--- src/rtl/utils_div_pkg.sv ---
// ---------------------------------------------------------------------------
// utils_div_pkg
// Shared definitions for the iterative restoring divider (utils_divider_32).
//   - DIV_MODE_* : operation codes presented on div_mode_i
//   - state_e    : divider control state encoding
//   - clog2()    : width of the iteration counter for a given DW
// ---------------------------------------------------------------------------
package utils_div_pkg;

  localparam logic [2:0] DIV_MODE_DIV  = 3'b100;
  localparam logic [2:0] DIV_MODE_DIVU = 3'b101;
  localparam logic [2:0] DIV_MODE_REM  = 3'b110;
  localparam logic [2:0] DIV_MODE_REMU = 3'b111;

  typedef enum logic [1:0] {
    IDLE = 2'd0,
    CALC = 2'd1,
    FIX  = 2'd2,
    DONE = 2'd3
  } state_e;

  // Smallest r with 2**r >= value (value >= 2).
  function automatic int clog2(input int value);
    int r;
    r = 0;
    while ((1 << r) < value) begin
      r = r + 1;
    end
    return r;
  endfunction

endpackage

--- src/rtl/utils_div_step.sv ---
// ---------------------------------------------------------------------------
// utils_div_step
// One combinational restoring-division iteration.
// Ports:
//   rem_i   [DW] partial remainder entering this iteration (always < dvs_i)
//   msb_i   [1]  next dividend bit, shifted into the remainder LSB
//   dvs_i   [DW] divisor magnitude
//   rem_o   [DW] partial remainder after the conditional subtract
//   q_o     [1]  quotient bit produced by this iteration
// ---------------------------------------------------------------------------
module utils_div_step
  import utils_div_pkg::*;
#(
  parameter int DW = 32
) (
  input  logic [DW-1:0] rem_i,
  input  logic          msb_i,
  input  logic [DW-1:0] dvs_i,
  output logic [DW-1:0] rem_o,
  output logic          q_o
);

  logic [DW:0] rem_sh;
  logic [DW:0] diff;

  // rem_i < dvs_i guarantees rem_sh < 2*dvs_i, so one extra bit is enough
  // and a successful subtract always fits back into DW bits.
  assign rem_sh = {rem_i, msb_i};
  assign diff   = rem_sh - {1'b0, dvs_i};
  assign q_o    = ~diff[DW];
  assign rem_o  = q_o ? diff[DW-1:0] : rem_sh[DW-1:0];

endmodule

--- src/rtl/utils_divider_32.sv ---
// ---------------------------------------------------------------------------
// utils_divider_32
// Iterative radix-2 restoring divider for RISC-V DIV/DIVU/REM/REMU.
// One bit per cycle; result after DW+2 cycles (1 cycle for divide-by-zero).
// Ports:
//   clk_i        clock, rising edge
//   rst_n_i      asynchronous active-low reset
//   flush_i      synchronous abort back to IDLE
//   in_valid_i   request; accepted when in_ready_o is high
//   in_ready_o   high only in IDLE
//   div_mode_i   100 div, 101 divu, 110 rem, 111 remu (others act as divu)
//   operand1_i   dividend
//   operand2_i   divisor
//   out_valid_o  result available (held until out_ready_i)
//   out_ready_i  consumer accepts result
//   res_o        quotient or remainder
//   div_zero_o   divisor was zero
// Build option: define UTILS_DIV_EARLY_OUT_EN to skip the iterations when
// |divisor| > |dividend| (quotient 0, remainder = dividend).
// ---------------------------------------------------------------------------
module utils_divider_32
  import utils_div_pkg::*;
#(
  parameter int DW = 32
) (
  input  logic          clk_i,
  input  logic          rst_n_i,
  input  logic          flush_i,
  input  logic          in_valid_i,
  output logic          in_ready_o,
  input  logic [2:0]    div_mode_i,
  input  logic [DW-1:0] operand1_i,
  input  logic [DW-1:0] operand2_i,
  output logic          out_valid_o,
  input  logic          out_ready_i,
  output logic [DW-1:0] res_o,
  output logic          div_zero_o
);

  localparam int CW = clog2(DW);
  localparam logic [CW-1:0] CNT_LAST = CW'(DW - 1);

  state_e        state_q, state_d;
  logic [DW-1:0] dq_q;      // dividend bits shift out, quotient bits shift in
  logic [DW-1:0] rem_q;
  logic [DW-1:0] dvs_q;
  logic [DW-1:0] res_q;
  logic [CW-1:0] cnt_q;
  logic          is_rem_q, q_neg_q, r_neg_q, dz_q;

  logic          accept, signed_op, is_rem_op, s1, s2, div_zero, early;
  logic [DW-1:0] abs1, abs2, step_rem, q_final, r_final;
  logic          step_q;

  assign accept    = in_valid_i & in_ready_o;
  assign signed_op = (div_mode_i == DIV_MODE_DIV) || (div_mode_i == DIV_MODE_REM);
  assign is_rem_op = (div_mode_i == DIV_MODE_REM) || (div_mode_i == DIV_MODE_REMU);
  assign s1        = signed_op & operand1_i[DW-1];
  assign s2        = signed_op & operand2_i[DW-1];
  // -2^(DW-1) maps to itself, which is its correct unsigned magnitude.
  assign abs1      = s1 ? -operand1_i : operand1_i;
  assign abs2      = s2 ? -operand2_i : operand2_i;
  assign div_zero  = (operand2_i == '0);

`ifdef UTILS_DIV_EARLY_OUT_EN
  assign early = (abs2 > abs1);
`else
  assign early = 1'b0;
`endif

  assign q_final = q_neg_q ? -dq_q  : dq_q;
  assign r_final = r_neg_q ? -rem_q : rem_q;

  utils_div_step #(.DW(DW)) u_step (
    .rem_i (rem_q),
    .msb_i (dq_q[DW-1]),
    .dvs_i (dvs_q),
    .rem_o (step_rem),
    .q_o   (step_q)
  );

  // State register
  always_ff @(posedge clk_i or negedge rst_n_i) begin
    if (!rst_n_i) begin
      state_q <= IDLE;
    end else begin
      state_q <= state_d;
    end
  end

  // Next-state logic; flush overrides every other transition.
  always_comb begin
    state_d = state_q;
    if (flush_i) begin
      state_d = IDLE;
    end else begin
      case (state_q)
        IDLE: if (accept) state_d = div_zero ? DONE : (early ? FIX : CALC);
        CALC: if (cnt_q == CNT_LAST) state_d = FIX;
        FIX:  state_d = DONE;
        DONE: if (out_ready_i) state_d = IDLE;
        default: state_d = IDLE;
      endcase
    end
  end

  // Outputs decoded from state
  always_comb begin
    in_ready_o  = (state_q == IDLE);
    out_valid_o = (state_q == DONE);
  end

  assign res_o      = res_q;
  assign div_zero_o = dz_q;

  // Datapath
  always_ff @(posedge clk_i or negedge rst_n_i) begin
    if (!rst_n_i) begin
      dq_q     <= '0;
      rem_q    <= '0;
      dvs_q    <= '0;
      res_q    <= '0;
      cnt_q    <= '0;
      is_rem_q <= 1'b0;
      q_neg_q  <= 1'b0;
      r_neg_q  <= 1'b0;
      dz_q     <= 1'b0;
    end else if (!flush_i) begin
      case (state_q)
        IDLE: begin
          if (accept) begin
            is_rem_q <= is_rem_op;
            q_neg_q  <= s1 ^ s2;
            r_neg_q  <= s1;
            dvs_q    <= abs2;
            cnt_q    <= '0;
            dz_q     <= div_zero;
            if (div_zero) begin
              // RISC-V x/0: quotient all ones, remainder is the raw dividend.
              res_q <= is_rem_op ? operand1_i : '1;
            end else if (early) begin
              dq_q  <= '0;
              rem_q <= abs1;
            end else begin
              dq_q  <= abs1;
              rem_q <= '0;
            end
          end
        end
        CALC: begin
          dq_q  <= {dq_q[DW-2:0], step_q};
          rem_q <= step_rem;
          cnt_q <= cnt_q + CW'(1);
        end
        FIX: begin
          res_q <= is_rem_q ? r_final : q_final;
        end
        default: ;
      endcase
    end
  end

endmodule

--- config.mk ---
export PLATFORM = sky130hd
export DESIGN_NAME = utils_divider_32
export DESIGN_NICKNAME = d
export VERILOG_FILES = /design/src/rtl/utils_div_pkg.sv /design/src/rtl/utils_div_step.sv /design/src/rtl/utils_divider_32.sv
export SDC_FILE = /design/constraint.sdc
export NUM_CORES = 1
export LEC_CHECK = 0
export BUFFER_PORTS_ARGS = -buffer_cell sky130_fd_sc_hd__buf_2
export CAP_MARGIN = 40
export CORE_AREA = 2 2 154 141
export CTS_CLUSTER_SIZE = 30
export DETAILED_ROUTE_END_ITERATION = 7
export DIE_AREA = 0 0 156 143
export GPL_TIMING_DRIVEN = 0
export PLACE_DENSITY_LB_ADDON = 0.08
export SKIP_CTS_REPAIR_TIMING = 1
export SLEW_MARGIN = 40
export SYNTH_ARGS = -nofsm -noshare
export SYNTH_HDL_FRONTEND = slang
export SYNTH_SLANG_ARGS = --single-unit
--- constraint.sdc ---
create_clock -name clk_i -period 3 [get_ports clk_i]
set_clock_uncertainty 0.05 [all_clocks]
set_input_delay 0.15 -clock clk_i [delete_from_list [all_inputs] [get_ports clk_i]]
set_output_delay 0.15 -clock clk_i [all_outputs]
set_load 0.01 [all_outputs]
# Word-level counts from Yosys, hierarchy flattened
# Index checks and enable logic that the tools add are counted.
[totals] regBits=139 input_bits=72 output_inout_bits=35 wordCells=70
[op_classes] addsub=6 eq_ne=13 n_mux=24 bitwise=6 reduce_logical=11
[op_table] operator="two-way mux 32 bit" count=13
[op_table] operator="one-hot mux 32 bit (2 select lines)" count=3
[op_table] operator="negator 32 bit" count=4
[op_table] operator="subtractor 33 x 32 -> 33 bit" count=1
[op_table] operator="logical NOT 32 bit" count=1
[op_table] operator="two-way mux 2 bit" count=5
[op_table] operator="one-hot mux 5 bit (2 select lines)" count=1
[op_table] operator="equality test 3 bit (second input constant)" count=3
[op_table] operator="AND reduction 3 bit" count=3
[op_table] operator="one-hot mux 2 bit (4 select lines)" count=1
[op_table] operator="AND reduction 4 bit" count=2
[op_table] operator="!= test 3 x 2 -> 1 bit (second input constant)" count=2
[op_table] operator="adder 5 x 1 -> 5 bit (second input constant)" count=1
[op_table] operator="equality test 5 bit (second input constant)" count=1
[op_table] operator="two-way mux 5 bit" count=1
[op_table] operator="equality test 2 bit (second input constant)" count=2
[op_table] operator="!= test 2 x 1 -> 1 bit (second input constant)" count=2
[op_table] operator="nonzero test 2 bit" count=2
[op_table] operator="AND 1 bit" count=3
[op_table] operator="!= test 3 bit (second input constant)" count=1
[op_table] operator="equality test 2 x 1 -> 1 bit (second input constant)" count=1
[op_table] operator="logical NOT 2 bit" count=1
[op_table] operator="logical OR 1 bit" count=2
[op_table] operator="!= test 2 bit (second input constant)" count=1
[op_table] operator="other kinds (2)" count=3

# Longest topological paths before layout
[logic_depth] word_depth=7 ltp_mapped=13 ltp_nobuf=11

# By module
# A second synthesis with hierarchy kept.
[hier_totals] cells_unflattened=1416 hier_area_um2=11466.0
[by_module_without_submodules] module="utils_divider_32" n_inst=1 cells_each=1107 area_each_um2=9148.8 seq_area_each_um2=3478.3
[by_module_without_submodules] module="utils_div_step" n_inst=1 cells_each=309 area_each_um2=2317.2 seq_area_each_um2=0.0

# Least setup slack after synthesis
# No wires, ideal clock.
[synth_path] path_type="flip-flop to flip-flop" start="reg dq_q[31]" end="reg rem_q[11]" arrival_ps=3008 slack_ps=-185 stages_incl_launch_ff=14 synth_period_minus_slack_ps=3185 cell_sequence="dfrtp_1 -> inv_1 -> ha_1 -> fa_1 -> nor2b_1 -> o31ai_2 -> a21oi_1 -> a211oi_2 -> o41ai_4 -> o2111a_2 -> nor3_1 -> buf_2 -> buf_2 -> a311o_1"
[synth_between] elab_chain_cells=3
[synth_lines] element="from (decl)" line="utils_divider_32.sv:44" source="logic [DW-1:0] dq_q;"
[synth_lines] element="from (signal assigned)" line="utils_divider_32.sv:145" source="dq_q <= abs1;"
[synth_lines] element="from (signal assigned)" line="utils_divider_32.sv:151" source="dq_q <= {dq_q[DW-2:0], step_q};"
[synth_lines] element="subtractor 33 x 32 -> 33 bit" line="utils_div_step.sv:29" source="assign diff = rem_sh - {1'b0, dvs_i};"
[synth_lines] element="two-way mux 32 bit" line="utils_div_step.sv:31" source="assign rem_o = q_o ? diff[DW-1:0] : rem_sh[DW-1:0];"
[synth_lines] element="one-hot mux 32 bit (2 select lines)" line="utils_divider_32.sv:129" source="case (state_q)"
[synth_lines] element="to (signal assigned)" line="utils_divider_32.sv:143" source="rem_q <= abs1;"
[synth_lines] element="to (signal assigned)" line="utils_divider_32.sv:152" source="rem_q <= step_rem;"
[synth_lines] element="to (decl)" line="utils_divider_32.sv:45" source="logic [DW-1:0] rem_q;"
# Every way passes these cells.
# A chain may end at the register's enable or synchronous reset.

# Worst setup path in the final report
[layout_path] start="reg rem_q[1]" end="reg rem_q[0]"
[layout_between] elab_chain_cells=3
[layout_lines] element="subtractor 33 x 32 -> 33 bit" line="utils_div_step.sv:29"
[layout_lines] element="two-way mux 32 bit" line="utils_div_step.sv:31"
[layout_lines] element="one-hot mux 32 bit (2 select lines)" line="utils_divider_32.sv:129"
# Every way passes these cells.

==> reports/metrics.cfg <==
[status]
run_status=complete, but fails checks
violations=negative hold slack, negative setup slack

[worst_setup_path]
cp.required_ns=3.28
crit_path_start=rem_q[1]$_DFFE_PN0P_
critPathLaunchType=register
cp_slowest_stage_delay_ns=0.45
crit_path_max_fanout=6
end_kind=register
crit_family=compound AO/OA/AOI/OAI gates
critical_path_arrival_ns=3.68
slowest_stage=dfrtp_2
reg2reg_from=rem_q[1]$_DFFE_PN0P_
crit_chain=ha_1 > nor2b_4 > o31ai_4 > a21oi_4 > a211oi_4 > o41ai_4 > buf_4 > nor3_4 > nor3_4 > buf_6 > buf_8 > buf_12 > o311ai_1
cp.buffers_inverters=4
path_class=reg -> reg
crit_path_frequent_cell=nor3_4

[grt]
grtUsageMet2_pct=45.8
grt_overflow_total=0
grt_pass1_vias=10304
grt_pass1_wl_um=55300
grtUsageMet1_pct=47.3
antenna_found_initial=0
grt_max_degree=73
grt_util_met3_pct=5.40
grtUsageTotal_pct=31.6
busiest_layer=met1

[clock_tree]
htreeDepth=4
root_buffer=clkbuf_16
path_clk_slew_ns=0.06
cts.sinks=139
clockBufferDepth=2
insertion_delay_ns=0.44
cts_buffers=17
cts_tree=done

[timing]
tns_ns=-9.56
fin_ws_ns=-0.403
period_minus_slack_ns=3.40
clock.fmax_mhz=294
setup_viol=33
worst_pin_slew_ns=0.913
finalCritPeriodShare_pct=113
final_hold_viol_count=3
rsz0062_at_grt=true
hold_slack_ns=-0.0310
slew_headroom_pct=39.1
maxSlewViolCount=0

[cells_and_area]
antenna_cells=0
layout_commonest_cell=nand2_1
drive_gt1_share_pct=18.1
design_area_sq_um=13400
layout.nets=1673
area_delta_synth_final_pct=20.3
final_cell_mix=232 x nand2_1, 141 x o21ai_0, 132 x dfrtp_1

[pwr]
power_density_nw_per_um2=1060
power_switching_w=0.00693
p_clk_share_pct=16.2
share_comb_of_total_power_pct=59.6
peakVddDrop_mv=0.603
p_leak_nw=5.82
p_seq_share_pct=24.2
intPower_w=0.00734
switching_share_pct=48.5

[placed_design]
gp_congestion=0.944
dpl-instance-area_sq_um=12100
io_buffers=105
hpwl_um=26900

[worst_hold_path]
hp-start=operand2_i[31]
holdCritPathClass=in -> reg

[route]
viasPerCell=6.28
antenna_left=0
drt-wirelength-per-cell_um=19.8
firstDrtPassIters=6
wl_um=36200
remaining_drc_errors=0
drt_iter0_markers=1177
via_count=11482

[run]
max_cap_violations=0

[floorplanning]
die_x_um=156
die_area_sq_um=22300
die_h_um=143
io_pins=107
coreArea_sq_um=20600
rows=50
initial_core_util_pct=54.2

[synth]
yosys.area_share.adder_pct=4.89
ys_types=78
synth-seq-area-share_pct=31.2
syn_area_sq_um=11200
synth_warnings=0
muxShareOfSynthArea_pct=1.73
synth_top_family_by_area=compound AO/OA/AOI/OAI gates
synth.net_count=1526
synth_compound_gate_area_share_pct=24.5
synth_cells=1411
synthSimpleGateAreaFrac_pct=21.6
syn_area_per_cell_sq_um=7.91
synth-xor-area-share_pct=11.1
synth_edf_count=0
synth_flop_cell=dfrtp_1
yosys_register_bits=139
synthArstFlopShare_pct=100

## synth_stat cells (17+ instances only)
library cell	instances	area (sq um)
o21ai_0	152	761
nand2_1	232	871
or4_1	41	308
dfrtp_1	139	3480
inv_1	52	195
ha_1	42	526
xnor2_1	73	639
o31ai_1	37	278
clkbuf_1	72	270
o311ai_0	19	166
mux2i_1	17	170
a21oi_1	85	425
nor2_1	88	330
xor2_1	69	604
o22ai_1	28	175
or3_1	18	113
nor3_1	18	90.1
## worst min-delay path, stage by stage
cell	delay, ns
buf_2	0.14
nand2_1	0.06
o21ai_0	0.06
## routing by layer
layer / wire length (um) / part of all wire (%) / up-vias
li1: - / - / 5397
met1: 16600 / 46 / 5502
met2: 15600 / 43 / 524
met3: 3150 / 8.7 / 59
met4: 875 / 2.4 / 0
met5: 0 / 0 / -
## cell families after synthesis
logic type	after synthesis
simple gates	497
fa+ha+maj	43
compound gates	427
mux	19
flops	139
buf+inv	144
xor+xnor	142
## sequential cells by signal, summed over array words and instances (netlist names)
| register | count |
|---|---|
| div_zero_o | 1 |
| cnt_q | 5 |
| res_o | 32 |
| dvs_q | 32 |
| dq_q | 32 |
| state_q | 2 |
| r_neg_q | 1 |
| is_rem_q | 1 |
| rem_q | 32 |
| q_neg_q | 1 |
## path summary, 6_finish.rpt
kind | endpoint | slack (ns) | cells after the start
hold / removal | dvs_q[31]$_DFFE_PN0P_ | -0.03 | 3
setup reg to reg | rem_q[0]$_DFFE_PN0P_ | -0.40 | 13
max in group asynchronous | dvs_q[4]$_DFFE_PN0P_ | 1.91 | 3
setup / recovery | rem_q[0]$_DFFE_PN0P_ | -0.40 | 13
hold reg to reg | res_o[22]$_DFFE_PN0P_ | 0.42 | 2
min in group asynchronous | res_o[21]$_DFFE_PN0P_ | 0.20 | 2
## stage by stage
stage / hold WS, ns / std cells / utilization (%) / total power (W) / setup slack, ns
finish: -0.0310 / 1829 / 65.2 / 0.0143 / -0.403
global route: 0.0000906 / 1829 / 65.2 / 0.0152 / -0.554
global placement: 0.369 / 1776 / 58.4 / 0.0105 / -0.515
detailed placement: 0.103 / 1777 / 58.6 / 0.0107 / -0.572
floorplan: -0.196 / 1411 / - / 0.00852 / 0.0154
CTS: -0.366 / 1807 / 61.6 / 0.0130 / -0.518
## final cells by class
class | count | area, sq um
timing repair buffer | 132 | 796
buffer | 87 | 402
multi-input combinational | 1128 | 7600
fill | 1755 | 7160
tap | 260 | 325
sequential | 139 | 3490
inverter | 53 | 199
clock inverter | 13 | 193
clock buffer | 17 | 425
## power by group through the flow
stage	sequential, W	combinational (W)	clock [W]
final	0.00346	0.00850	0.00231
after CTS	0.00342	0.00729	0.00232
after detailed placement	0.00345	0.00723	0
after global placement	0.00341	0.00712	0
after floorplan	0.00333	0.00519	0
after global routing	0.00357	0.00925	0.00240
(Power assumes the default switching activity.)
